**src/rtl/b_format_decoder_pkg.sv**
```systemverilog
// Shared decode constants: functional-unit codes, format masks, B-form opcodes and body layout.
package b_format_decoder_pkg;

  localparam int FU_FX     = 0;
  localparam int FU_FP     = 1;
  localparam int FU_VX     = 2;
  localparam int FU_CR     = 3;
  localparam int FU_LS     = 4;
  localparam int FU_BRANCH = 6;

  localparam int FORMAT_W = 26;
  localparam int FMT_B    = 2;

  localparam int          PRIM_OPCODE_BC = 16;
  localparam logic [11:0] DEC_OPCODE_BC  = 12'h010;

  // Body is {BO, BI, BD, AA, LK, pad}, most significant field first.
  localparam int BO_W       = 5;
  localparam int BI_W       = 5;
  localparam int BD_W       = 14;
  localparam int BODY_PAD_W = 2;
  localparam int BODY_W     = BO_W + BI_W + BD_W + 2 + BODY_PAD_W;

endpackage

```
**src/rtl/b_format_decoder_b_form_fields.sv**
```systemverilog
// Combinational B-form field extractor: BO, BI, BD, AA and LK from a raw instruction word.
module b_form_fields #(
  parameter int instructionWidth = 32,
  parameter int regSize          = 5,
  parameter int immediateSize    = 14
) (
  input  logic [instructionWidth-1:0] instruction,
  output logic [regSize-1:0]          bo,
  output logic [regSize-1:0]          bi,
  output logic [immediateSize-1:0]    bd,
  output logic                        aa,
  output logic                        lk
);

  localparam int BD_LO = 2;
  localparam int BI_LO = BD_LO + immediateSize;
  localparam int BO_LO = BI_LO + regSize;
  localparam int OP_LO = BO_LO + regSize;

  // MSB-0 fields map onto LSB-0 indices counted down from the top of the word.
  assign lk = instruction[0];
  assign aa = instruction[1];
  assign bd = instruction[BI_LO-1:BD_LO];
  assign bi = instruction[BO_LO-1:BI_LO];
  assign bo = instruction[OP_LO-1:BO_LO];

  // Primary opcode bits arrive separately as instructionOpcode_i.
  logic unused_opcode_bits;
  assign unused_opcode_bits = ^instruction[instructionWidth-1:OP_LO];

endmodule

```
**src/rtl/b_format_decoder.sv**
```systemverilog
// Single-register B-form decode stage (bc/bca/bcl/bcla); define B_FORMAT_DECODE_DEBUG_EN
// to print every accepted instruction in simulation.
module b_format_decoder
  import b_format_decoder_pkg::*;
#(
  parameter int addressWidth            = 64,
  parameter int instructionWidth        = 32,
  parameter int PidSize                 = 20,
  parameter int TidSize                 = 16,
  parameter int instructionCounterWidth = 64,
  parameter int instMinIdWidth          = 7,
  parameter int opcodeSize              = 12,
  parameter int PrimOpcodeSize          = 6,
  parameter int regSize                 = 5,
  parameter int immediateSize           = 14,
  parameter int funcUnitCodeSize        = 3,
  parameter int BranchUnitID            = FU_BRANCH,
  parameter int B                       = FMT_B,
  parameter int BDecoderInstance        = 0
) (
  input  logic                               clock_i,
  input  logic                               reset_i,
  input  logic                               enable_i,
  input  logic                               stall_i,
  input  logic [FORMAT_W-1:0]                instFormat_i,
  input  logic [PrimOpcodeSize-1:0]          instructionOpcode_i,
  input  logic [instructionWidth-1:0]        instruction_i,
  input  logic [addressWidth-1:0]            instructionAddress_i,
  input  logic                               is64Bit_i,
  input  logic [PidSize-1:0]                 instructionPid_i,
  input  logic [TidSize-1:0]                 instructionTid_i,
  input  logic [instructionCounterWidth-1:0] instructionMajId_i,
  output logic                               enable_o,
  output logic [opcodeSize-1:0]              opcode_o,
  output logic [PrimOpcodeSize-1:0]          instructionOpcode_o,
  output logic [addressWidth-1:0]            instructionAddress_o,
  output logic [funcUnitCodeSize-1:0]        functionalUnitType_o,
  output logic [instructionCounterWidth-1:0] instMajId_o,
  output logic [instMinIdWidth-1:0]          instMinId_o,
  output logic                               is64Bit_o,
  output logic [PidSize-1:0]                 instPid_o,
  output logic [TidSize-1:0]                 instTid_o,
  output logic [BODY_W-1:0]                  instructionBody_o
);

  localparam logic [FORMAT_W-1:0] B_MASK = FORMAT_W'(B);

  logic [regSize-1:0]       bo;
  logic [regSize-1:0]       bi;
  logic [immediateSize-1:0] bd;
  logic                     aa;
  logic                     lk;
  logic                     accept;

  b_form_fields #(
    .instructionWidth(instructionWidth),
    .regSize         (regSize),
    .immediateSize   (immediateSize)
  ) u_fields (
    .instruction(instruction_i),
    .bo         (bo),
    .bi         (bi),
    .bd         (bd),
    .aa         (aa),
    .lk         (lk)
  );

  assign accept = enable_i && ((instFormat_i & B_MASK) != '0) &&
                  (instructionOpcode_i == PrimOpcodeSize'(PRIM_OPCODE_BC));

  // Reset beats stall beats capture; data fields only move on an accept.
  always_ff @(posedge clock_i) begin
    if (!reset_i) begin
      enable_o             <= 1'b0;
      opcode_o             <= '0;
      instructionOpcode_o  <= '0;
      instructionAddress_o <= '0;
      functionalUnitType_o <= '0;
      instMajId_o          <= '0;
      instMinId_o          <= '0;
      is64Bit_o            <= 1'b0;
      instPid_o            <= '0;
      instTid_o            <= '0;
      instructionBody_o    <= '0;
    end else if (!stall_i) begin
      enable_o <= accept;
      if (accept) begin
        opcode_o             <= opcodeSize'(DEC_OPCODE_BC);
        instructionOpcode_o  <= instructionOpcode_i;
        instructionAddress_o <= instructionAddress_i;
        functionalUnitType_o <= funcUnitCodeSize'(BranchUnitID);
        instMajId_o          <= instructionMajId_i;
        instMinId_o          <= '0;
        is64Bit_o            <= is64Bit_i;
        instPid_o            <= instructionPid_i;
        instTid_o            <= instructionTid_i;
        instructionBody_o    <= {bo, bi, bd, aa, lk, {BODY_PAD_W{1'b0}}};
      end
    end
  end

`ifdef B_FORMAT_DECODE_DEBUG_EN
  always @(posedge clock_i) begin
    if (reset_i && !stall_i && accept)
      $display("b_decoder[%0d] maj=%0d addr=%h BO=%b BI=%b BD=%h AA=%b LK=%b",
               BDecoderInstance, instructionMajId_i, instructionAddress_i, bo, bi, bd, aa, lk);
  end
`else
  logic unused_instance_tag;
  assign unused_instance_tag = ^32'(BDecoderInstance);
`endif

endmodule

```
**config.mk**
```make
export PLATFORM = sky130hd
export DESIGN_NAME = b_format_decoder
export DESIGN_NICKNAME = d
export VERILOG_FILES = /design/src/rtl/b_format_decoder_pkg.sv /design/src/rtl/b_format_decoder_b_form_fields.sv /design/src/rtl/b_format_decoder.sv
export SDC_FILE = /design/constraint.sdc
export NUM_CORES = 1
export LEC_CHECK = 0
export CAP_MARGIN = 30
export CORE_AREA = 2 2 178 180
export CTS_CLUSTER_SIZE = 28
export DETAILED_ROUTE_END_ITERATION = 7
export DIE_AREA = 0 0 180 182
export MAX_ROUTING_LAYER = met4
export SLEW_MARGIN = 15
export SYNTH_ARGS = -nofsm -noshare
export SYNTH_HDL_FRONTEND = slang
export SYNTH_HIERARCHICAL = 1
export SYNTH_SLANG_ARGS = --single-unit
```
**constraint.sdc**
```tcl
create_clock -name clock_i -period 1.7 [get_ports clock_i]
set_input_delay 0.255 -clock clock_i [delete_from_list [all_inputs] [get_ports clock_i]]
set_output_delay 0.255 -clock clock_i [all_outputs]
set_load 0.03 [all_outputs]
```
==> impl_metrics.env <==
export IMPL_layout_drive_gt1_share_pct=5.63
export IMPL_critPathArrivalTime_ps=1950
export IMPL_place_congestion=0.789
export IMPL_path_depth=6
export IMPL_max_cap_viol_count=0
export IMPL_r2r_end="functionalUnitType_o[1]"
export IMPL_irDropWorstVdd_mv=0.659
export IMPL_cp_cell_sequence="clkdlybuf4s50_1 -> nor4b_2 -> and4_4 -> buf_12 -> buf_12 -> mux2i_1"
export IMPL_slowest_delay_ps=440
export IMPL_hold_viol_final=0
export IMPL_clock_latency_ps=430
export IMPL_dr_pass1_iters=4
export IMPL_antenna_found_initial=0
export IMPL_r2r_start="functionalUnitType_o[1]"
export IMPL_period_minus_slack_ps=1590
export IMPL_syn_to_final_growth_pct=54.5
export IMPL_grt_max_degree=69
export IMPL_dp_cells=1651
export IMPL_startpoint="stall_i"
export IMPL_nets=1501
export IMPL_grt_overflow_total=0
export IMPL_crit_family="buffers and inverters"
export IMPL_netlist_area_sq_um=8350
export IMPL_endpoint="instMajId_o[49]"
export IMPL_grt_usage_pct=15.0
export IMPL_start_kind="input pin"
export IMPL_antenna_cells=0
export IMPL_hold_class="input pin to flop"
export IMPL_cts_sinks=199
export IMPL_fmax_mhz=628
export IMPL_cp_common_cell="buf_12"
export IMPL_vias=7029
export IMPL_powerDensity_nw_per_um2=747
export IMPL_fin_util_pct=41.6
export IMPL_ys_seq_area_share_pct=47.7
export IMPL_maxSlewViolCount=0
export IMPL_fin_crit_sh_pct=93.7
export IMPL_multiInputGateArea_sq_um=3520
export IMPL_skew_ps=0
export IMPL_endpoint_kind="flop"
export IMPL_die_h_um=182
export IMPL_clk_pin_slew_worst_paths_ps=70
export IMPL_r2r_setup_slack_ps=1090
export IMPL_start_util_pct=27.0
export IMPL_cts_made_buffers=17
export IMPL_syn_area_per_cell_sq_um=9.28
export IMPL_root_buffer="clkbuf_16"
export IMPL_core_sq_um=31000
export IMPL_cts_max_level=4
export IMPL_detail_route_antenna_nets=0
export IMPL_hold_ws_ps=140
export IMPL_port_buffers=402
export IMPL_final_cell_mix="383 x nand2_1, 201 x dlygate4sd2_1, 200 x clkdlybuf4s50_1"
export IMPL_post_cts_buffers=0
export IMPL_nFillCells=3152
export IMPL_final_common_cell="nand2_1"
export IMPL_ctsLongestPathBuffers=2
export IMPL_rsz0062_at_grt="false"
export IMPL_detailed_place_hpwl_mm=18.4
export IMPL_fin_area_sq_um=12900
export IMPL_yosys_register_bits=199
export IMPL_vias_per_cell=4.18
export IMPL_outcome="finished clean"
export IMPL_fp_row_count=65
export IMPL_path_buf_inv=3
export IMPL_dr_first_iter_drc_count=196
export IMPL_placed_cell_area_sq_um=12600
export IMPL_first_global_vias=7140
export IMPL_setup_violations=0
export IMPL_die_w_um=180
export IMPL_synth_warnings=6
export IMPL_synthCells=900
export IMPL_routed_wl_mm=24.1
export IMPL_cts_tree="built"
export IMPL_critical_path_class="input pin to flop"
export IMPL_r2r_worst_path_cells=1
export IMPL_io_pins=455
export IMPL_dieArea_sq_um=32800
export IMPL_cellLeakagePower_nw=5.64
export IMPL_finalNonFillerCells=1682
export IMPL_cp_max_fo=17
export IMPL_synth_distinct_cells=16
export IMPL_crit_required_ps=2050
export IMPL_routedWlPerCell_um=14.3
export IMPL_seq_area_sq_um=3980
export IMPL_worst_path_max_delay_cell="clkdlybuf4s50_1"
export IMPL_grt_pass1_wl_mm=38.3
export IMPL_drc_errors=0
-- registers in the layout (all words and copies together) (netlist names) --
| name | count |
|---|---|
| instMajId_o | 64 |
| instructionAddress_o | 64 |
| instructionBody_o | 26 |
| instPid_o | 20 |
| instTid_o | 16 |
| instructionOpcode_o | 6 |
| enable_o | 1 |
| functionalUnitType_o | 1 |
| is64Bit_o | 1 |
-- how the worst min path moves through the flow --
stage | endpoint | from | cells after the start | slack [ps]
floorplan | instPid_o[19] | instructionPid_i[19] | 2 | 400
global placement | instructionBody_o[13] | instructionBody_o[13] | 2 | 440
detailed placement | instructionBody_o[2] | instructionBody_o[2] | 2 | 450
CTS | instructionAddress_o[56] | reset_i | 3 | 120
global route | instructionAddress_o[47] | reset_i | 3 | 120
finish | instructionAddress_o[47] | reset_i | 3 | 140
-- kinds of logic (layout without fill, tap and decap cells) --
logic type | after synthesis | count (layout) | synth area share [%]
buffers and inverters | 114 | 474 | 11.1
AO/OA/AOI/OAI | 3 | 3 | 0.270
multiplexers | 191 | 191 | 22.9
other | 1 | 21 | 0.0449
AND/OR/NAND/NOR | 392 | 392 | 18.0
flip-flops | 199 | 199 | 47.7
-- what timing repair did --
action                                 in CTS  in global routing
endpoints found under the hold margin       0                  0
setup endpoints to repair                 201                  0
hold buffers                                0                  0
gates resized for setup                   201                  0
-- routing by layer --
metal / vias up / track usage, % / routed length, um
li1: 3543 / - / -
met1: 3184 / 17.8 / 10700
met2: 268 / 24.2 / 11200
met3: 34 / 4.57 / 1700
met4: 0 / 5.43 / 604
met5: - / - / 0
-- Yosys cell counts (all sizes together) --
master / n / area share (%)
a21boi: 1 / 0.090
and3: 5 / 0.37
and4: 1 / 0.10
buf: 72 / 9.2
clkbuf: 42 / 1.9
conb: 1 / 0.045
dfxtp: 199 / 48
mux2i: 191 / 23
nand2: 383 / 17
nand4: 1 / 0.075
nor3: 1 / 0.060
nor4b: 1 / 0.18
o21a: 2 / 0.18
-- power breakdown --
part	switching [W]	total (W)	internal, W	leakage, nW
clock network	0.00187	0.00408	0.00222	0.274
logic	0.000364	0.000889	0.000525	3.76
registers	0.00000279	0.00467	0.00466	1.60
total	0.00223	0.00964	0.00740	5.64
-- tightest hold or removal path, stage by stage --
cell and delay, ps:
buf_8 140, nand2_1 70, mux2i_1 50
-- final cells by class --
cell class                 instances  share of cell area (%)
timing repair buffer             443                    33.5
clock buffer                      21                    3.49
multi-input combinational        607                    27.3
clock inverter                    10                   0.960
sequential                       199                    30.9
tap                              402                    3.90
-- metrics by stage --
stage	total power, W	TNS, ps	worst slack, ps
final	0.00964	0	107
after global routing	0.0101	0	35.6
after CTS	0.00981	0	114
after detailed placement	0.00567	-55670	-344
after global placement	0.00567	-47970	-290
after floorplan	0.00516	0	290
Note: power is estimated with default switching activity, not from simulation.
==> RTL edit (same settings) <==
Set the parameter `funcUnitCodeSize` to 6 (it was 3).
--- a/src/rtl/b_format_decoder.sv
+++ b/src/rtl/b_format_decoder.sv
@@ -14,5 +14,5 @@
   parameter int regSize                 = 5,
   parameter int immediateSize           = 14,
-  parameter int funcUnitCodeSize        = 3,
+  parameter int funcUnitCodeSize        = 6,
   parameter int BranchUnitID            = FU_BRANCH,
   parameter int B                       = FMT_B,
Interface: changed (resized functionalUnitType_o); port bits go from 455 to 458. No check against the original RTL was run, so the function may have changed too.
==> RTL edit against the original RTL <==
  * Die area unchanged
  * Routed wire length down 0.34%
  * Design area down 0.45%
  * Sequential cell count unchanged
  * Critical path depth unchanged
  * Setup slack worse by 0.012 ns
  * Synthesized area up 0.27%
  * Cell count up 0.12%
  * Total power up 0.45%
==> RTL edit: results (changes against the original RTL) <==
status: "finished clean"
antenna_found_initial: 0  # unchanged
critical-path-max-stage-delay_ns: 0.46  # +0.02 ns
first_iter_violations: 206  # +5.1%
fin_cells: 1684  # +0.12%
synth.avg_cell_area_sq_um: 9.277  # about the same
synth_seq_area_share_pct: 47.56  # -0.13 points
num_vias: 6975  # -0.77%
switching_share_pct: 24.34  # +1.2 points
dpl.cell_count: 1652  # +0.061%
ff2ff_path_depth: 2  # +1
ys_top_cells_by_area: "dfxtp_1 48%, mux2i_1 23%, nand2_1 17%"
nets: 1502  # +0.067%
detail_route.wirelength_mm: 24.05  # -0.34%
grt_max_degree: 68  # -1.4%
wl_met2_mm: 11.66  # +4.4%
cts-root-buf: "clkbuf_16"
grt_pass1_wl_mm: 37.52  # -2.0%
drive_above_1_share_pct: 5.772  # +0.15 points
netlist_top_cells_count: "383 x nand2_1, 199 x dfxtp_1, 191 x mux2i_1"
p_leak_uw: 0.005671  # +0.55%
min_path_type: "primary input to flop"
ir_worst_vdd_mv: 0.5474  # -17%
ff2ff_setup_slack_ns: 1.05  # -0.04 ns
min_path_cells: 2  # -1
place_congestion: 0.7798  # -1.2%
grt.total_usage_pct: 14.77  # -0.26 points
hpwl_mm: 18.19  # -1.2%
holdWs_ns: 0.2335  # +0.09332 ns
met1_length_mm: 10.38  # -2.6%
rr_endpoint: "instMajId_o[59]"
placed_area_sq_um: 12490  # -0.73%
r2r-start: "instMajId_o[59]"
==> RTL edit: changes by cell type in the layout (fill, tap and decap cells not counted), moves of 3 or more <==
cell / change
inv_6: +4
buf_12: -7
dlygate4sd2_1: -3
dlymetal6s2s_1: +3
clkbuf_1: -3
buf_4: +5
conb_1: +3
==> RTL edit: metrics by stage <==
stage | setup slack, ns | total power (uW)
6_report | 0.09471 | 9680
5_1_grt | 0.03670 | 10120
4_1_cts | 0.001756 | 9862
3_5_place_dp | -0.3422 | 5654
3_3_place_gp | -0.2879 | 5652
2_1_floorplan | 0.2904 | 5175
==> RTL edit: cells by family (layout without fill, tap and decap cells) <==
group,count (synthesis),in the layout,share of synthesized area [%]
other cells,1,24,0.04477
mux,191,191,22.82
compound gates,3,3,0.2688
flops,199,199,47.56
simple gates,392,392,17.95
buf+inv,117,473,11.35
==> RTL edit: layout make-up <==
cell class | instances | area [sq um]
clock buffer | 19 | 452.9
clock inverter | 13 | 135.1
fill | 3151 | 18140
multi-input combinational | 610 | 3540
sequential | 199 | 3984
tap | 402 | 503.0
timing repair buffer | 441 | 4232
==> RTL edit: how the worst max path moves through the flow <==
| stage | start | to | slack (ns) |
|---|---|---|---|
| finish | stall_i | instMajId_o[52] | 0.09 |
| global route | stall_i | instMajId_o[5] | 0.04 |
| CTS | instMajId_o[6] | instMajId_o[6] | 0.002 |
| detailed placement | stall_i | instMajId_o[52] | -0.34 |
| global placement | stall_i | instMajId_o[52] | -0.29 |
| floorplan | stall_i | instMajId_o[0] | 0.29 |
==> RTL edit: repair_timing <==
action / CTS / global route
endpoints found under the hold margin: 0 / 0
gates resized for setup: 198 / 4
hold buffers: 0 / 0
buffers inserted: 0 / 0
setup endpoints to repair: 198 / 23
==> RTL edit: layer usage <==
metal	vias to the layer above	global-route usage [%]
met4	0	3.642
met5	-	-
met2	249	24.83
li1	3544	-
met1	3171	17.13
met3	11	4.653
==> RTL edit: power by group through the flow <==
stage / Combinational [uW] / Sequential (uW) / Clock, uW
2_1_floorplan: 389 / 4790 / 0
3_3_place_gp: 877 / 4770 / 0
3_5_place_dp: 879 / 4770 / 0
4_1_cts: 881 / 4660 / 4320
5_1_grt: 947 / 4670 / 4510
6_report: 873 / 4660 / 4140
